**src/rtl/sync_async_pkg.sv**
```systemverilog
// Shared constants and helpers for both ends of the pulse-stretch crossing.
// Revision 1.0
`default_nettype none

package sync_async_pkg;

  localparam logic ST_LOW  = 1'b0;
  localparam logic ST_HIGH = 1'b1;

  localparam int SYNC_STAGES_DEF = 2;

  // Largest value an unsigned counter of width w can hold.
  function automatic logic [31:0] cnt_max(input int unsigned w);
    return (32'd1 << w) - 32'd1;
  endfunction

endpackage

`default_nettype wire

```
**src/rtl/slow_domain_rx_if.sv**
```systemverilog
// Receive-side bundle: stretched level in, acknowledge and event stream out.
// Revision 1.0
`default_nettype none

interface slow_domain_rx_if #(
  parameter int CNT_W = 4
);

  logic             sig_in;
  logic             out_ready;
  logic             out_valid;
  logic [CNT_W-1:0] pend_cnt;
  logic             ack;
  logic             ovf;

  modport master (
    input  sig_in,
    input  out_ready,
    output out_valid,
    output pend_cnt,
    output ack,
    output ovf
  );

  modport slave (
    output sig_in,
    output out_ready,
    input  out_valid,
    input  pend_cnt,
    input  ack,
    input  ovf
  );

endinterface

`default_nettype wire

```
**src/rtl/sync_chain.sv**
```systemverilog
// Multi-flop level synchroniser with synchronous active-high reset.
// Revision 1.0
`default_nettype none

module sync_chain
  import sync_async_pkg::*;
#(
  parameter int SYNC_STAGES = SYNC_STAGES_DEF
) (
  input  wire logic clk,
  input  wire logic rst,
  input  wire logic d,
  output logic      q
);

  generate
    if (SYNC_STAGES < 2 || SYNC_STAGES > 4) begin : g_bad_stages
      $error("sync_chain: SYNC_STAGES must be in 2..4");
    end
  endgenerate

  logic [SYNC_STAGES-1:0] chain;

  always_ff @(posedge clk) begin
    if (rst) begin
      chain <= '0;
    end else begin
      chain <= {chain[SYNC_STAGES-2:0], d};
    end
  end

  assign q = chain[SYNC_STAGES-1];

endmodule

`default_nettype wire

```
**src/rtl/slow_domain_rx.sv**
```systemverilog
// Slow-domain receiver: synchronise stretched level, count rising edges, drain via valid/ready.
// Optional glitch filter: SLOW_DOMAIN_RX_GLITCH_FILTER_EN. Revision 1.0
`default_nettype none

module slow_domain_rx
  import sync_async_pkg::*;
#(
  parameter int SYNC_STAGES = SYNC_STAGES_DEF,
  parameter int CNT_W       = 4,
  parameter int FILT_LEN    = 3
) (
  input  wire logic         clk2,
  input  wire logic         rst,
  slow_domain_rx_if.master  bus
);

  localparam logic [CNT_W-1:0] CNT_MAX = CNT_W'(cnt_max(CNT_W));

  generate
    if (FILT_LEN < 1 || FILT_LEN > 15) begin : g_bad_filt
      $error("slow_domain_rx: FILT_LEN must be in 1..15");
    end
    if (CNT_W < 1 || CNT_W > 31) begin : g_bad_cnt
      $error("slow_domain_rx: CNT_W out of range");
    end
  endgenerate

  logic sync_q;
  logic acc_lvl;

  sync_chain #(
    .SYNC_STAGES (SYNC_STAGES)
  ) u_sync (
    .clk (clk2),
    .rst (rst),
    .d   (bus.sig_in),
    .q   (sync_q)
  );

`ifdef SLOW_DOMAIN_RX_GLITCH_FILTER_EN
  localparam int FW = $clog2(FILT_LEN + 1);

  logic [FW-1:0] filt_cnt;

  // Accepted level flips only after FILT_LEN consecutive disagreeing samples.
  always_ff @(posedge clk2) begin
    if (rst) begin
      filt_cnt <= '0;
      acc_lvl  <= 1'b0;
    end else if (sync_q == acc_lvl) begin
      filt_cnt <= '0;
    end else if (filt_cnt == FW'(FILT_LEN - 1)) begin
      filt_cnt <= '0;
      acc_lvl  <= sync_q;
    end else begin
      filt_cnt <= filt_cnt + 1'b1;
    end
  end
`else
  assign acc_lvl = sync_q;
`endif

  logic state;
  logic state_nxt;
  logic rise;
  logic ack_lvl;

  always_ff @(posedge clk2) begin
    if (rst) begin
      state <= ST_LOW;
    end else begin
      state <= state_nxt;
    end
  end

  always_comb begin
    state_nxt = state;
    case (state)
      ST_LOW:  if (acc_lvl)  state_nxt = ST_HIGH;
      ST_HIGH: if (!acc_lvl) state_nxt = ST_LOW;
      default: state_nxt = ST_LOW;
    endcase
  end

  always_comb begin
    rise    = (state == ST_LOW) && acc_lvl;
    ack_lvl = (state == ST_HIGH);
  end

  logic [CNT_W-1:0] cnt;
  logic             ovf_q;
  logic             pop;

  assign pop = bus.out_valid & bus.out_ready;

  // A simultaneous edge and pop cancel out, so a full counter never overflows on that cycle.
  always_ff @(posedge clk2) begin
    if (rst) begin
      cnt   <= '0;
      ovf_q <= 1'b0;
    end else begin
      case ({rise, pop})
        2'b10: begin
          if (cnt == CNT_MAX) begin
            ovf_q <= 1'b1;
          end else begin
            cnt <= cnt + 1'b1;
          end
        end
        2'b01:   cnt <= cnt - 1'b1;
        default: cnt <= cnt;
      endcase
    end
  end

  assign bus.pend_cnt  = cnt;
  assign bus.out_valid = (cnt != '0);
  assign bus.ack       = ack_lvl;
  assign bus.ovf       = ovf_q;

endmodule

`default_nettype wire
```
**src/flat_wrapper.sv**
```systemverilog
// flat-port wrapper written by rule: the top's interface ports become plain ports
module slow_domain_rx_flat import sync_async_pkg::*;
#(
  parameter int SYNC_STAGES = SYNC_STAGES_DEF,
  parameter int CNT_W       = 4,
  parameter int FILT_LEN    = 3
)
  (clk2, rst, bus_sig_in, bus_out_ready, bus_out_valid, bus_pend_cnt, bus_ack, bus_ovf);
  slow_domain_rx_if #(.CNT_W(CNT_W)) bus_i ();
  input  wire logic clk2;
  input  wire logic rst;
  input wire logic [$bits(bus_i.sig_in)-1:0] bus_sig_in;
  input wire logic [$bits(bus_i.out_ready)-1:0] bus_out_ready;
  output wire logic [$bits(bus_i.out_valid)-1:0] bus_out_valid;
  output wire logic [$bits(bus_i.pend_cnt)-1:0] bus_pend_cnt;
  output wire logic [$bits(bus_i.ack)-1:0] bus_ack;
  output wire logic [$bits(bus_i.ovf)-1:0] bus_ovf;
  assign bus_i.sig_in = bus_sig_in;
  assign bus_i.out_ready = bus_out_ready;
  assign bus_out_valid = bus_i.out_valid;
  assign bus_pend_cnt = bus_i.pend_cnt;
  assign bus_ack = bus_i.ack;
  assign bus_ovf = bus_i.ovf;
  slow_domain_rx #(.SYNC_STAGES(SYNC_STAGES), .CNT_W(CNT_W), .FILT_LEN(FILT_LEN)) u_core (.clk2(clk2), .rst(rst), .bus(bus_i));
endmodule
```
**config.mk**
```make
export PLATFORM = sky130hd
export DESIGN_NAME = slow_domain_rx_flat
export DESIGN_NICKNAME = d
export VERILOG_FILES = /design/src/rtl/sync_async_pkg.sv /design/src/rtl/slow_domain_rx_if.sv /design/src/rtl/sync_chain.sv /design/src/rtl/slow_domain_rx.sv /design/src/flat_wrapper.sv
export SDC_FILE = /design/constraint.sdc
export NUM_CORES = 1
export LEC_CHECK = 0
export ABC_AREA = 1
export BUFFER_PORTS_ARGS = -buffer_cell sky130_fd_sc_hd__clkbuf_2
export CORE_AREA = 2 2 39 41
export DETAILED_ROUTE_END_ITERATION = 16
export DIE_AREA = 0 0 41 43
export PLACE_DENSITY = 0.52
export SYNTH_ARGS = -nofsm -noshare
export SYNTH_HDL_FRONTEND = slang
export SYNTH_SLANG_ARGS = --single-unit
```
**constraint.sdc**
```tcl
create_clock -name clk2 -period 4.6 [get_ports clk2]
set_clock_uncertainty 0.2 [all_clocks]
set_input_delay 0.46 -clock clk2 [delete_from_list [all_inputs] [get_ports clk2]]
set_output_delay 0.46 -clock clk2 [all_outputs]
set_load 0.02 [all_outputs]
```
# After elaboration in Yosys (flattened, before gate mapping)
# Cells that the tools add are included.
# classes
addsub	2
mul	0
div_mod_pow	0
magnitude_cmp	0
n_eq_ne	4
n_shift	0
muxes	3
n_bitwise	2
reduce_logical	5
# op_table
cell	count
one-hot mux 4 bit (2 select lines)	1
adder 4 x 1 -> 4 bit, second input constant	1
== test 4 bit, second input constant	1
two-way mux 4 bit	1
AND reduction 2 bit	2
nonzero test 4 bit	1
subtractor 4 x 1 -> 4 bit, second input constant	1
== test 2 x 1 -> 1 bit, second input constant	1
== test 2 bit, second input constant	1
!= test 2 bit, second input constant	1
nonzero test 2 bit	1
bitwise AND 1 bit	1
logical AND 1 bit	1
two-way mux 1 bit	1
NOT 1 bit	1
# word_totals
ff_bits	8
latchBits	0
mem_bits_rw	0
rom_bits	0
in_bits	4
output_inout_bits	7
n_memories	0

# Logic depth before layout (Yosys ltp)
# Gate-level depths: netlist of run 1.
# depth
word_depth	5
depth_mapped	11
mapped_depth_nobuf	11

# By module
# From an unflattened synthesis of run 1, not the netlist that was laid out.
# unflattened
hier_cells	57
hier_area_um2	412.9
# by_module_without_submodules
module	n_inst	cells_each	area_per_inst_um2	seq_area_each_um2
slow_domain_rx	1	51	357.8	120.1
sync_chain	1	6	55.1	40.0

# Worst setup path after synthesis of run 1
# No wires, ideal clock.
# synth_timing
path_kind	register -> register
start	reg u_core.cnt[0] (netlist: u_core.bus.pend_cnt[0])
end	reg u_core.cnt[2] (netlist: u_core.bus.pend_cnt[2])
setup_ns	0.120
t_arrival_ns	1.455
required_ns	4.280
slack_ns	2.825
path_stages_with_launch	11
n_path_buf	0
cell_sequence	dfxtp_1 > nor2_2 > nand2_4 > nand4_2 > nand2_1 > inv_2 > ha_1 > inv_1 > nand2_1 > xor2_1 > a21oi_1
# synth_between
elab_chain_len	5
word_cells_on_any_way	12
# synth_rtl
element	line	text
start, declared	slow_domain_rx.sv:90	logic [CNT_W-1:0] cnt;
start signal, assigned	slow_domain_rx.sv:107	cnt <= cnt + 1'b1;
start signal, assigned	slow_domain_rx.sv:110	2'b01: cnt <= cnt - 1'b1;
start signal, assigned	slow_domain_rx.sv:111	default: cnt <= cnt;
nonzero test 4 bit (*)	slow_domain_rx.sv:117	assign bus.out_valid = (cnt != '0);
named net bus_out_valid	flat_wrapper.sv:14	output wire logic [$bits(bus_i.out_valid)-1:0] bus_out_valid;
bitwise AND 1 bit (*)	slow_domain_rx.sv:94	assign pop = bus.out_valid & bus.out_ready;
== test 2 bit / == test 2 x 1 -> 1 bit (equally long branches)	slow_domain_rx.sv:102	case ({rise, pop})
!= test 2 bit (no line) / nonzero test 2 bit (equally long branches)	n/a	
AND reduction 2 bit (no line)	n/a	
# The timed path passes the listed nets; every way through them passes the cells marked *. The select of a mux whose other input is x is not followed.
# A chain may end at the register's enable or synchronous reset.

# Worst setup path after layout of run 1
# layout_timing
start	reg u_core.cnt[0] (netlist: u_core.bus.pend_cnt[0])
end	reg u_core.cnt[2] (netlist: u_core.bus.pend_cnt[2])
# layout_between
elab_chain_len	5
word_cells_on_any_way	12
# layout_rtl
element
branches (longest 5 deep; another with adder 4 x 1 -> 4 bit)
# Several ways; the timed one is not identified. The select of a mux whose other input is x is not followed.

==> impl_metrics.env, run 1 <==
export IMPL_layout_min_cycle_time_ns=1.75
export IMPL_post_synth_instance_area_um2=465
export IMPL_crit_type="reg2reg"
export IMPL_tns_ns=0
export IMPL_diodes=0
export IMPL_clock_root_cell="clkbuf_4"
export IMPL_vdd_ir_drop_max_v=0.000264
export IMPL_synthArstFlopShare_pct=0
export IMPL_holdCritPathClass="reg2reg"
export IMPL_crit_fanout=8
export IMPL_cts_buffers_inserted=3
export IMPL_groute_usage_overall_pct=13.8
export IMPL_cp_cell_sequence="nor2_2 > nand2_4 > nand4_2 > nand2_1 > inv_2 > ha_1 > inv_1 > nand2_1 > xor2_1 > a21oi_1"
export IMPL_maximum_number_of_pins_on_one_net_before_global_route_repair=9
export IMPL_worst_path_largest_cell_delay_ns=0.48
export IMPL_count_of_clock_tree_sinks=8
export IMPL_initial_utilization_pct=33.6
export IMPL_path_depth=10
export IMPL_floorplan_die_height_um=43
export IMPL_dr_total_vias=420
export IMPL_clk_insertion_delay_late_ns=0.25
export IMPL_num_rows=14
export IMPL_post_dp_hpwl_um=705
export IMPL_syn_avg_cell_area_um2=7.51
export IMPL_worst_path_most_repeated_cell="nand2_1"
export IMPL_rsz0062_at_grt="no"
export IMPL_final_max_slew_violation_count=0
export IMPL_max_cap_violations=0
export IMPL_fillCellCount=165
export IMPL_synth_area_leaders="dfxtp_1 (34%), inv_1 (8.9%), nand2_1 (8.1%)"
export IMPL_wl_per_cell_um=9.88
export IMPL_cts_tree="done"
export IMPL_yosysUniqueCellTypes=21
export IMPL_globalplace_congestion=0.704
export IMPL_syn_num_nets=67
export IMPL_synth_warnings=0
export IMPL_most_frequent_cell_after_synthesis="inv_1"
export IMPL_number_of_storage_elements_in_the_synthesis_netlist=8
export IMPL_floorplan_die_width_um=41
export IMPL_synth_yosys_seq_area_share_pct=34.4
export IMPL_placeableCoreArea_mm2=0.00138
export IMPL_run_status="completed"
export IMPL_synth_top_cells_by_count="inv_1 (11), nand2_1 (10), dfxtp_1 (8)"
export IMPL_worst_setup_path_end_kind="register"
export IMPL_post_synth_top_area_cell="dfxtp_1"
export IMPL_overflow=0
export IMPL_post_cts_hold_buffer_count=0
export IMPL_htreeDepth=1
export IMPL_hold_viol_final=0
export IMPL_setup_worst_path_start="u_core.bus.pend_cnt[0]"
export IMPL_wl_um=899
export IMPL_yosys_area_top_type_share_pct=34.4
export IMPL_route_antenna_remaining_nets=0
export IMPL_first_pass_detailed_route_iteration_total=4
export IMPL_synthFlopType="dfxtp_1"
export IMPL_slew_limit_headroom_pct=81.4
export IMPL_antenna_found_initial=0
export IMPL_clkTransAtPathRegs_ns=0.05
export IMPL_finalCritPeriodShare_pct=37.9
export IMPL_fin_nets=82
export IMPL_cp_num_buf_inv=2
export IMPL_via_per_inst=4.62
export IMPL_static_leakage_power_nw=0.278
export IMPL_hold_start="u_core.u_sync.chain[0]"
export IMPL_power_density_over_cell_area_mw_per_mm2=721
export IMPL_synth_edff_count=0
export IMPL_area_growth_synth_to_final_pct=19.9
export IMPL_cts_resized_gates=0
export IMPL_number_of_violations_reported_at_the_end_of_detailed_routing_iteration_0=4
export IMPL_crit_path_start_kind="register"
export IMPL_number_of_standard_cells_after_synthesis=62
export IMPL_crit_arrival_ns=1.68
export IMPL_crit_path_top_delay_cell="dfxtp_1"
export IMPL_timing_worst_slew_pin_value_ns=0.279
export IMPL_drive_above_1_share_pct=34.7
export IMPL_cts_max_path_buffers=2
export IMPL_first_global_vias=375
export IMPL_finalSetupViolations=0
export IMPL_p_total_mw=0.402
export IMPL_crit_required_ns=4.53
export IMPL_max_clock_freq_ghz=0.573
export IMPL_crit_reg2reg_launch="u_core.bus.pend_cnt[0]"
export IMPL_design_portCount=11
export IMPL_holdPathStages=2
export IMPL_grt_first_pass_wirelength_um=1660
export IMPL_reg2regPathDepth=10
export IMPL_largest_delay_share_family_worst_path="flip-flops"
export IMPL_postCtsSetupBuffers=0
export IMPL_io_buffer_count=10
export IMPL_drc=0
export IMPL_design_die_area_mm2=0.00176
[state kept, by name, summed over array words and instances (netlist names)]
register and count:
u_core.bus.ovf 1, u_core.u_sync.chain 2, u_core.bus.ack 1, u_core.bus.pend_cnt 4
[layout make-up]
class	instances	area (um^2)	area share [%]
flip-flops and latches	8	160	28.7
inverters	13	48.8	8.74
clock buffers	3	22.5	4.04
multi-input cells	41	256	46.0
repair buffers	10	50.0	8.97
well taps	16	20.0	3.59
[layer usage]
metal | GRT usage [%] | vias up | wire length, um
li1 | - | 223 | -
met1 | 20.5 | 189 | 433
met2 | 17.5 | 8 | 434
met3 | 3.14 | 0 | 31
met4 | 8.00 | 0 | 0
met5 | 0 | - | 0
[cells in the final DEF (no fill, tap or decap), types with 2 or more instances in the layout]
master and instances:
xor2_1 2, nand3_1 2, nand4_1 3, clkbuf_4 3, a21oi_1 2, dfxtp_1 8
nand2_2 4, nor2_2 2, o21ai_0 2, clkbuf_2 10, nor2_1 5, inv_1 11
nand2_1 10, inv_2 2
[tightest hold or removal path: cells and delay by family (launching register included)]
family                 cells  cell delay, ns
buffers and inverters      1            0.04
flip-flops                 1            0.29
AND/OR/NAND/NOR            1            0.03
[path summary, 6_finish.rpt]
check                           end  slack (ns)
min reg2reg  u_core.u_sync.chain[1]        0.21
min          u_core.u_sync.chain[1]        0.21
max reg2reg  u_core.bus.pend_cnt[2]        2.85
max          u_core.bus.pend_cnt[2]        2.85
[where the power goes]
part           total [mW]  internal (mW)  leakage (nW)  switching, mW
clock              0.0515         0.0297        0.0138         0.0217
sequential          0.114         0.0859        0.0657         0.0276
combinational       0.237         0.0840         0.198          0.153
[through the flow]
stage	worst slack, ns	hold WS [ns]	utilization (%)	cell area [um^2]	std cells
6_report	2.85	0.205	40.3	558	91
2_1_floorplan	2.83	0.188	-	465	62
3_5_place_dp	2.87	0.200	38.7	536	88
5_1_grt	2.73	0.196	40.3	558	91
3_3_place_gp	2.89	0.201	38.7	536	88
4_1_cts	2.85	0.199	40.3	558	91
[cells by family (layout without fill, tap and decap cells)]
kind of cell,after synthesis,in the layout,share of synthesized area (%)
flip-flops,8,8,34.4
XOR/XNOR,2,2,3.76
adder cells (fa/ha/maj),1,1,2.69
buffers and inverters,13,26,10.5
AND/OR/NAND/NOR,30,30,36.8
AO/OA/AOI/OAI,8,8,11.8
Note: power is estimated with default switching activity, not from simulation.
==> run 2: changes to the inputs <==
clock period = 1.81 ns   (was 4.6 ns; I/O delays follow)
==> impl_metrics.env, run 2 (synthesis results as in run 1) <==
export IMPL_run_status="completed"
export IMPL_cts_resized_gates=0
export IMPL_cts_tree="done"
export IMPL_finalSetupViolations=0
export IMPL_floorplan_die_height_um=43
export IMPL_final_setup_worst_slack_ns=0.127
export IMPL_most_common_cell_after_layout_fill_and_taps_aside="inv_1"
export IMPL_post_cts_hold_buffer_count=3
export IMPL_vdd_ir_drop_max_v=0.000882
export IMPL_globalplace_congestion=0.707
export IMPL_crit_path_top_delay_cell="dfxtp_1"
export IMPL_rsz0062_at_grt="no"
export IMPL_largest_register_ff_count=4
export IMPL_max_clock_freq_ghz=0.594
export IMPL_worst_setup_path_end_kind="register"
export IMPL_placeableCoreArea_mm2=0.00138
export IMPL_postCtsSetupBuffers=0
export IMPL_number_of_violations_reported_at_the_end_of_detailed_routing_iteration_0=4
export IMPL_crit_reg2reg_launch="u_core.bus.ack"
export IMPL_dpl_instance_area_um2=566
export IMPL_fin_nets=89
export IMPL_worst_path_largest_cell_delay_ns=0.32
export IMPL_wl_per_cell_um=9.76
export IMPL_drc=0
export IMPL_power_density_over_cell_area_mw_per_mm2=1750
export IMPL_cp_num_buf_inv=3
export IMPL_floorplan_die_width_um=41
export IMPL_wl_um=956
export IMPL_static_leakage_power_nw=0.313
export IMPL_initial_utilization_pct=33.6
export IMPL_cp_cell_sequence="inv_1 > nand2_1 > nand4_2 > nand2_1 > inv_2 > ha_1 > inv_1 > nand2_1 > xor2_1 > a21oi_1"
export IMPL_num_rows=14
export IMPL_layout_cell_area_non_filler_um2=618
export IMPL_drive_above_1_share_pct=36.6
export IMPL_via_per_inst=4.48
export IMPL_area_growth_synth_to_final_pct=32.8
export IMPL_worst_path_most_repeated_cell="nand2_1"
export IMPL_post_dp_hpwl_um=728
export IMPL_maximum_number_of_pins_on_one_net_before_global_route_repair=8
export IMPL_hold_start="u_core.u_sync.chain[0]"
export IMPL_cts_max_path_buffers=2
export IMPL_crit_fanout=4
export IMPL_antenna_found_initial=0
export IMPL_finalCritPeriodShare_pct=93.0
export IMPL_cts_buffers_inserted=3
export IMPL_clk_insertion_delay_late_ns=0.25
export IMPL_overflow=0
export IMPL_slew_limit_headroom_pct=86.6
export IMPL_timing_worst_slew_pin_value_ns=0.200
export IMPL_largest_delay_share_family_worst_path="simple AND/OR/NAND/NOR gates"
export IMPL_first_pass_detailed_route_iteration_total=2
export IMPL_count_of_clock_tree_sinks=8
export IMPL_io_buffer_count=10
export IMPL_tns_ns=0
export IMPL_design_die_area_mm2=0.00176
export IMPL_dr_total_vias=439
export IMPL_holdCritPathClass="reg2reg"
export IMPL_grt_first_pass_wirelength_um=1660
export IMPL_reg2reg_slack_ns=0.13
export IMPL_most_common_layout_cells="inv_1 (11), nand2_1 (10), clkbuf_2 (10)"
export IMPL_crit_type="reg2reg"
export IMPL_max_cap_violations=0
export IMPL_hold_viol_final=0
export IMPL_clkTransAtPathRegs_ns=0.06
export IMPL_place_ws_ns=0.131
export IMPL_final_max_slew_violation_count=0
export IMPL_design_portCount=11
export IMPL_fillCellCount=141
export IMPL_layout_min_cycle_time_ns=1.68
export IMPL_setup_worst_path_start="u_core.bus.ack"
export IMPL_diodes=0
export IMPL_groute_usage_overall_pct=14.4
export IMPL_first_global_vias=408
export IMPL_crit_path_start_kind="register"
export IMPL_crit_required_ns=1.80
export IMPL_clock_root_cell="clkbuf_4"
export IMPL_route_antenna_remaining_nets=0
export IMPL_htreeDepth=1
export IMPL_crit_arrival_ns=1.67
-- run 2: cell types whose count changed in the layout (fill, tap and decap cells not counted) --
cell	before	now
buf_4	0	4
dlygate4sd3_1	0	3
-- run 2: layer usage --
| layer | global-route usage [%] | vias to the layer above | part of all wire, % |
|---|---|---|---|
| met5 | 0 | - | 0 |
| met4 | 6.00 | 0 | 0.42 |
| met3 | 8.38 | 2 | 5.6 |
| met2 | 20.6 | 10 | 49 |
| met1 | 16.8 | 188 | 45 |
| li1 | - | 239 | - |
-- run 2: through the flow --
step,std cells,power (mW),hold WS (ns),utilization (%)
CTS,98,1.10,0.197,44.7
global route,98,1.20,0.212,44.7
global placement,92,0.949,0.182,40.9
floorplan,62,0.752,0.0434,-
finish,98,1.08,0.191,44.7
detailed placement,92,0.949,0.185,40.9
-- run 2: tightest hold or removal path, stage by stage, from the launching register on --
cell and delay, ns:
dfxtp_1 0.29, inv_1 0.04, nor2_1 0.03
-- run 2: area by class of cell --
cell class | count | area [um^2] | share of cell area [%]
multi-input combinational | 41 | 256 | 41.5
sequential | 8 | 160 | 25.9
timing repair buffer | 17 | 110 | 17.8
inverter | 13 | 48.8 | 7.89
clock buffer | 3 | 22.5 | 3.64
tap | 16 | 20.0 | 3.24
-- run 2: worst paths after layout --
path | end | cells after the start
worst max register to register | u_core.bus.pend_cnt[2] | 10
worst max-delay path | u_core.bus.pend_cnt[2] | 10
worst min register to register | u_core.u_sync.chain[1] | 2
worst min-delay path | u_core.u_sync.chain[1] | 2
-- run 2: power by group --
| part | total, mW | switching (mW) | internal [mW] |
|---|---|---|---|
| logic | 0.696 | 0.432 | 0.264 |
| clock network | 0.137 | 0.0611 | 0.0759 |
| registers | 0.251 | 0.0323 | 0.218 |
| total | 1.08 | 0.525 | 0.558 |
==> run 3: changes to the inputs <==
--- a/config.mk
+++ b/config.mk
@@ -10,2 +10,3 @@
 export CORE_AREA = 2 2 39 41
+export CTS_CLUSTER_SIZE = 40
 export DETAILED_ROUTE_END_ITERATION = 16
==> constraint.sdc (replaced) <==
create_clock -name clk2 -period 1.81 [get_ports clk2]
set_clock_uncertainty 0.2 [all_clocks]
set_input_delay 0.362 -clock clk2 [delete_from_list [all_inputs] [get_ports clk2]]
set_output_delay 0.362 -clock clk2 [all_outputs]
set_load 0.02 [all_outputs]
==> impl_metrics.env, run 3 (synthesis results as in run 1) <==
export IMPL_run_status="completed"
export IMPL_drive_above_1_share_pct=38.0
export IMPL_dpl_instance_area_um2=566
export IMPL_sw_frac_of_total_pct=48.6
export IMPL_crit_type="reg2reg"
export IMPL_layout_min_cycle_time_ns=1.68
export IMPL_post_cts_hold_buffer_count=0
export IMPL_timing_worst_slew_pin_value_ns=0.200
export IMPL_tns_ns=0
export IMPL_cts_resized_gates=0
export IMPL_finalCritPeriodShare_pct=93.0
export IMPL_crit_required_ns=1.80
export IMPL_design_portCount=11
export IMPL_fin_nets=86
export IMPL_first_pass_detailed_route_iteration_total=2
export IMPL_most_common_layout_cells="inv_1 (11), nand2_1 (10), clkbuf_2 (10)"
export IMPL_floorplan_die_height_um=43
export IMPL_final_core_density_pct=42.5
export IMPL_final_max_slew_violation_count=0
export IMPL_drc=0
export IMPL_seq_power_share_pct=23.2
export IMPL_most_common_cell_after_layout_fill_and_taps_aside="inv_1"
export IMPL_number_of_violations_reported_at_the_end_of_detailed_routing_iteration_0=2
export IMPL_slew_limit_headroom_pct=86.6
export IMPL_globalplace_congestion=0.707
export IMPL_grt_first_pass_wirelength_um=1610
export IMPL_first_global_vias=393
export IMPL_intPower_mw=0.554
export IMPL_count_of_clock_tree_sinks=8
export IMPL_groute_usage_overall_pct=14.1
export IMPL_route_antenna_remaining_nets=0
export IMPL_p_comb_share_pct=64.0
export IMPL_initial_utilization_pct=33.6
export IMPL_largest_register_ff_count=4
export IMPL_wl_per_cell_um=9.84
export IMPL_postCtsSetupBuffers=0
export IMPL_hold_viol_final=0
export IMPL_cts_tree="done"
export IMPL_max_clock_freq_ghz=0.594
export IMPL_finalSetupViolations=0
export IMPL_crit_arrival_ns=1.67
export IMPL_maximum_number_of_pins_on_one_net_before_global_route_repair=8
export IMPL_vdd_ir_drop_max_v=0.000880
export IMPL_via_per_inst=4.51
export IMPL_cts_buffers_inserted=3
export IMPL_p_total_mw=1.08
export IMPL_clock_root_cell="clkbuf_4"
export IMPL_crit_fanout=4
export IMPL_io_buffer_count=10
export IMPL_overflow=0
export IMPL_cts_max_path_buffers=2
export IMPL_static_leakage_power_nw=0.299
export IMPL_share_clk_of_total_power_pct=12.7
export IMPL_htreeDepth=1
export IMPL_antenna_found_initial=0
export IMPL_place_ws_ns=0.131
export IMPL_floorplan_die_width_um=41
export IMPL_dr_total_vias=428
export IMPL_clkTransAtPathRegs_ns=0.06
export IMPL_worst_setup_path_end_kind="register"
export IMPL_crit_path_start_kind="register"
export IMPL_reported_net_switching_power_mw=0.525
export IMPL_clk_insertion_delay_late_ns=0.25
export IMPL_design_die_area_mm2=0.00176
export IMPL_rsz0062_at_grt="no"
export IMPL_area_growth_synth_to_final_pct=26.3
export IMPL_final_setup_worst_slack_ns=0.127
export IMPL_post_dp_hpwl_um=728
export IMPL_wl_um=935
export IMPL_diodes=0
export IMPL_holdCritPathClass="in2reg"
export IMPL_power_density_over_cell_area_mw_per_mm2=1830
export IMPL_placeableCoreArea_mm2=0.00138
export IMPL_num_rows=14
export IMPL_fillCellCount=146
export IMPL_max_cap_violations=0
export IMPL_layout_cell_area_non_filler_um2=588
## run 3: changes by cell type in the layout (fill, tap and decap cells not counted)
cell           delta
dlygate4sd3_1     -3
## run 3: worst max-delay path, stage by stage, from the launching register on
cell and delay [ns]:
dfxtp_1 0.32, inv_1 0.06, nand2_1 0.17, nand4_2 0.17
nand2_1 0.11, inv_2 0.04, ha_1 0.16, inv_1 0.05
nand2_1 0.05, xor2_1 0.16, a21oi_1 0.12
## run 3: final timing paths
kind                                                to  cells past startpoint  slack [ns]              startpoint
worst max-delay path            u_core.bus.pend_cnt[2]                     10        0.13          u_core.bus.ack
worst min-delay path            u_core.u_sync.chain[0]                      3        0.11              bus_sig_in
worst max register to register  u_core.bus.pend_cnt[2]                     10        0.13          u_core.bus.ack
worst min register to register  u_core.u_sync.chain[1]                      2        0.19  u_core.u_sync.chain[0]
## run 3: layer usage
metal / vias to the layer above / GRT usage (%) / share of wire (%)
met2: 10 / 20.0 / 48
met4: 0 / 6.00 / 0.43
met3: 2 / 8.38 / 6.1
met1: 183 / 16.5 / 45
li1: 233 / - / -
met5: - / 0 / 0
## run 3: through the flow
step	cells	hold WS [ns]
floorplan	62	0.188
global placement	92	0.192
detailed placement	92	0.194
CTS	95	0.0972
global route	95	0.0872
finish	95	0.107
## run 3: cell type report
class | count | area [um^2] | area share [%]
inverters | 13 | 48.8 | 8.30
multi-input cells | 41 | 256 | 43.6
repair buffers | 14 | 80.1 | 13.6
well taps | 16 | 20.0 | 3.40
flip-flops and latches | 8 | 160 | 27.2
clock buffers | 3 | 22.5 | 3.83
## run 3: power groups by stage
stage          clock [mW]  combinational [mW]  sequential, mW
2_1_floorplan           0               0.427           0.325
3_3_place_gp            0               0.695           0.254
3_5_place_dp            0               0.693           0.256
4_1_cts             0.145               0.700           0.251
5_1_grt             0.160               0.774           0.256
6_report            0.137               0.691           0.251
